### src/rtl/uart_tx_fifo.sv
// rtl/uart_tx_fifo.sv - byte FIFO draining into a UART transmitter through a start-pulse handshake
// Define UART_TX_FIFO_CRLF_EN to send 0x0D ahead of every queued 0x0A.
module uart_tx_fifo #(
   parameter int DEPTH_LOG2 = 4
) (
   input  logic                  clk,
   input  logic                  rst_n,
   input  logic                  wr_en,
   input  logic [7:0]            wr_data,
   input  logic                  flush,
   input  logic                  tx_ready,
   output logic                  tx_en,
   output logic [7:0]            tx_data,
   output logic                  full,
   output logic                  empty,
   output logic [DEPTH_LOG2:0]   level,
   output logic                  overflow
);
   localparam int                    DEPTH      = 1 << DEPTH_LOG2;
   localparam logic [DEPTH_LOG2:0]   LEVEL_FULL = {1'b1, {DEPTH_LOG2{1'b0}}};
   localparam logic [DEPTH_LOG2:0]   LEVEL_ONE  = (DEPTH_LOG2 + 1)'(1);
   localparam logic [DEPTH_LOG2-1:0] PTR_ONE    = DEPTH_LOG2'(1);

   typedef enum logic [1:0] {IDLE, SEND, WAIT_BUSY, WAIT_DONE} state_t;

   state_t                state;
   logic [7:0]            mem [DEPTH];
   logic [DEPTH_LOG2-1:0] wr_ptr;
   logic [DEPTH_LOG2-1:0] rd_ptr;
   logic                  pop;
   logic                  push;
   logic                  lf_issue;
   logic [7:0]            head_byte;
   logic [7:0]            issue_byte;

   assign full      = (level == LEVEL_FULL);
   assign empty     = (level == '0);
   assign head_byte = mem[rd_ptr];
   assign pop       = (state == IDLE) && tx_ready && !empty && !flush && !lf_issue;
   // A pop in the same cycle frees a slot, so a push into a full buffer is still taken.
   assign push      = wr_en && !flush && (!full || pop);

`ifdef UART_TX_FIFO_CRLF_EN
   logic lf_pending;

   assign lf_issue   = (state == IDLE) && tx_ready && lf_pending;
   assign issue_byte = lf_issue ? 8'h0A : ((head_byte == 8'h0A) ? 8'h0D : head_byte);

   // The LF was already popped with its CR; it goes out later without touching the buffer.
   always_ff @(posedge clk or negedge rst_n) begin
      if (!rst_n) begin
         lf_pending <= 1'b0;
      end else if (lf_issue) begin
         lf_pending <= 1'b0;
      end else if (pop && head_byte == 8'h0A) begin
         lf_pending <= 1'b1;
      end
   end
`else
   assign lf_issue   = 1'b0;
   assign issue_byte = head_byte;
`endif

   always_ff @(posedge clk) begin
      if (push) begin
         mem[wr_ptr] <= wr_data;
      end
   end

   always_ff @(posedge clk or negedge rst_n) begin
      if (!rst_n) begin
         wr_ptr   <= '0;
         rd_ptr   <= '0;
         level    <= '0;
         overflow <= 1'b0;
      end else if (flush) begin
         wr_ptr <= '0;
         rd_ptr <= '0;
         level  <= '0;
      end else begin
         if (push) begin
            wr_ptr <= wr_ptr + PTR_ONE;
         end
         if (pop) begin
            rd_ptr <= rd_ptr + PTR_ONE;
         end
         if (push && !pop) begin
            level <= level + LEVEL_ONE;
         end else if (pop && !push) begin
            level <= level - LEVEL_ONE;
         end
         if (wr_en && full && !pop) begin
            overflow <= 1'b1;
         end
      end
   end

   // A new byte is only issued after the transmitter has dropped and re-raised tx_ready.
   always_ff @(posedge clk or negedge rst_n) begin
      if (!rst_n) begin
         state   <= IDLE;
         tx_en   <= 1'b0;
         tx_data <= 8'h00;
      end else begin
         tx_en <= 1'b0;
         case (state)
            IDLE: begin
               if (pop || lf_issue) begin
                  state   <= SEND;
                  tx_en   <= 1'b1;
                  tx_data <= issue_byte;
               end
            end
            SEND: begin
               state <= WAIT_BUSY;
            end
            WAIT_BUSY: begin
               if (!tx_ready) begin
                  state <= WAIT_DONE;
               end
            end
            WAIT_DONE: begin
               if (tx_ready) begin
                  state <= IDLE;
               end
            end
            default: begin
               state <= IDLE;
            end
         endcase
      end
   end

endmodule

### config.mk
export PLATFORM = sky130hd
export DESIGN_NAME = uart_tx_fifo
export DESIGN_NICKNAME = d
export VERILOG_FILES = /design/src/rtl/uart_tx_fifo.sv
export SDC_FILE = /design/constraint.sdc
export NUM_CORES = 1
export LEC_CHECK = 0
export ABC_AREA = 1
export CAP_MARGIN = 5
export CELL_PAD_IN_SITES_DETAIL_PLACEMENT = 1
export CELL_PAD_IN_SITES_GLOBAL_PLACEMENT = 1
export CORE_ASPECT_RATIO = 1.2
export CORE_MARGIN = 4
export CORE_UTILIZATION = 47
export DETAILED_ROUTE_END_ITERATION = 8
export PLACE_DENSITY_LB_ADDON = 0.1
export SYNTH_ARGS = -nofsm -noshare
export SYNTH_HDL_FRONTEND = slang
export SYNTH_SLANG_ARGS = --single-unit
### constraint.sdc
create_clock -name clk -period 3.5 [get_ports clk]
set_input_delay 0.875 -clock clk [delete_from_list [all_inputs] [get_ports clk]]
set_output_delay 0.875 -clock clk [all_outputs]
set_load 0.05 [all_outputs]
==> metrics <==
gpl congestion=0.785; Peak VDD IR=0.000409 V; hold slack=487 ps; first-pass GRT wire length=27100 um; Worst Setup Start Kind=flop; Final HPWL DP=10800 um; Layout Utilization=55.7%; input/output buffers=29; vias=4564; Overall Power=5.48 mW; max_slew headroom=32.1%; initial cell density of the core=47.8%; CP Buf/Inv Count=2; Cell Area, Placed=7080 um2; syn avg cell area=11.1 um2; full die area=16000 um2; Power Internal=3.66 mW; Slew @ Worst Pin=1020 ps; largest net degree at the start of global routing=75; CTS tree=yes; Detail Route Antenna Nets=0; # IOs=30; DP Worst Slack=365 ps; sequential fraction of the synthesis area=67.6%; Inserted Clock Buffers=17; Seq. cell area=4470 um2; hold_buf cts=0; Final Max Slew Viols=0; final worst slack=460 ps; nets=666; CP top delay family=buffers and inverters; H-tree Lvls=4; initial drt markers=350; vias in the first global route=4954; Ant. Diodes=0; crit path kind=flop to output pin; total congestion overflow=0; CP max-delay cell=clkdlybuf4s50_1; clock buffer depth=2; Row Count=47; CP Cell Sequence=nor2_1 > nand3_1 > inv_1 > clkdlybuf4s50_1; Synth cell types=26; P_sw=1.82 mW; final hold vios=0; core area=13800 um2; Setup TNS Final=0 ps; # setup viols final=0; # clock sinks=153; layout cell share with drive strength beyond 1=9.97%; Clock Skew=10.0 ps; crit-path max FO=6; Syn Nets=622; Sw Share=33.2%; most common cell after layout, fill and taps aside=edfxtp_1; CTS resizes=0; P_leak=2.94 nW; maximum clock frequency=329 MHz; post-synthesis instance area=6610 um2; setup bufs post-CTS=0; DR pass1 iterations=4; Worst EP arrival=2170 ps; slowest stage delay, CP=810 ps; RSZ-0062 raised after global routing=no; Worst-Skew Late Latency=430 ps; Multi-input gate area=1830 um2; Synth Instances=595; status=complete, no violations; EDFF count, synth=128; CP Capture Type=output pin; Pwr Density=712 nW/um2; synthesis warning total=0; period utilization=86.9%; area grow syn2layout=16.4%; Seq pwr share=39.8%; critical path required time=2620 ps; WL final=17300 um; Final Non-Filler Cells=823; fillcell total=1441; DRC=0; worst min-delay path category=flop to flop; die height=138 um; Root Buffer=clkbuf_16; initial antenna violation count=0; Clock transition at path regs=60 ps; Die Width=116 um; Tot GR Track Use=23.1%; async set or reset register ratio after synthesis=16.3%; Combinational Power Share=25.1%; most frequent cells in the layout=edfxtp_1, nor2_1, nand2_1; Routed WL per cell=21.0 um; Clock Power Share=35.1%; DP Cell Count=791; Seq cells post-synth=153; prevailing post-synth register cell=edfxtp_1; min Tclk post-route=3040 ps; Max-Cap Viols=0; final instance area=7690 um2; DR vias/cell=5.55
==> sequential cells by signal, summed over array words and instances (netlist names) <==
name,flops
state,2
rd_ptr,4
tx_en,1
level,5
tx_data,8
wr_ptr,4
overflow,1
mem,128
==> tightest hold or removal path: stages, from the launching register on <==
cell	delay, ps
dfrtp_1	350
nand2_1	60
nand2_1	50
==> cell families (layout without fill, tap and decap cells) <==
logic type / Yosys count / count (layout) / share of synthesized area, %
xor gates and xnor gates: 4 / 4 / 0.530
and+or+nand+nor: 293 / 293 / 18.3
DFF: 153 / 153 / 67.6
muxes: 1 / 1 / 0.151
AOI/OAI and AO/OA: 74 / 74 / 5.95
adders and majority gates: 14 / 14 / 2.76
buffers and inverters: 56 / 113 / 4.72
==> synthesized netlist by cell type (3+ instances only) <==
master | n | area, um2
edfxtp_1 | 128 | 3840
nor2_1 | 118 | 443
nand2_1 | 108 | 405
nand3_1 | 57 | 285
o21ai_0 | 47 | 235
dfrtp_1 | 25 | 626
inv_1 | 22 | 82.6
o21ai_1 | 14 | 70.1
ha_1 | 13 | 163
buf_6 | 9 | 101
o211ai_1 | 8 | 60.1
buf_4 | 7 | 52.6
buf_2 | 6 | 30.0
inv_2 | 5 | 18.8
a21oi_1 | 4 | 20.0
clkbuf_1 | 4 | 15.0
nand2_2 | 4 | 25.0
clkinv_1 | 3 | 11.3
nand3_2 | 3 | 30.0
==> power by group through the flow <==
stage	Clock (mW)	Combinational, mW	Sequential, mW
CTS	1.96	1.39	2.18
detailed placement	0	1.38	2.22
global route	2.05	1.52	2.20
floorplan	0	0.745	2.45
global placement	0	1.33	2.21
finish	1.92	1.37	2.18
==> final cells by class <==
| class | count | share of cell area [%] |
|---|---|---|
| clock buffer | 18 | 5.58 |
| sequential | 153 | 58.1 |
| clock inverter | 14 | 2.41 |
| inverter | 30 | 1.46 |
| tap | 171 | 2.78 |
| timing repair buffer | 51 | 5.92 |
| multi-input combinational | 386 | 23.7 |
==> worst paths after layout <==
check | startpoint | end | slack, ps | depth (start not counted)
worst min register to register | tx_data[7]$_DFFE_PN0P_ | tx_data[7]$_DFFE_PN0P_ | 490 | 2
worst min-delay path | tx_data[7]$_DFFE_PN0P_ | tx_data[7]$_DFFE_PN0P_ | 490 | 2
worst max-delay path | level[0]$_DFFE_PN0P_ | full | 460 | 4
min in group asynchronous | rst_n | tx_data[4]$_DFFE_PN0P_ | 820 | 2
max in group asynchronous | rst_n | rd_ptr[0]$_DFFE_PN0P_ | 2400 | 2
worst max register to register | state[0]$_DFFE_PN0P_ | mem[12][1]$_DFFE_PP_ | 1180 | 12
==> metal layers <==
layer / wire, um / part of all wire, % / GRT usage (%) / vias up
met5: 0 / 0 / 0 / -
met4: 501 / 2.9 / 9.48 / 0
met3: 661 / 3.8 / 4.19 / 23
met2: 9260 / 54 / 40.8 / 99
met1: 6840 / 40 / 27.6 / 2312
li1: - / - / - / 2130
Power figures use the tool's default switching activity.
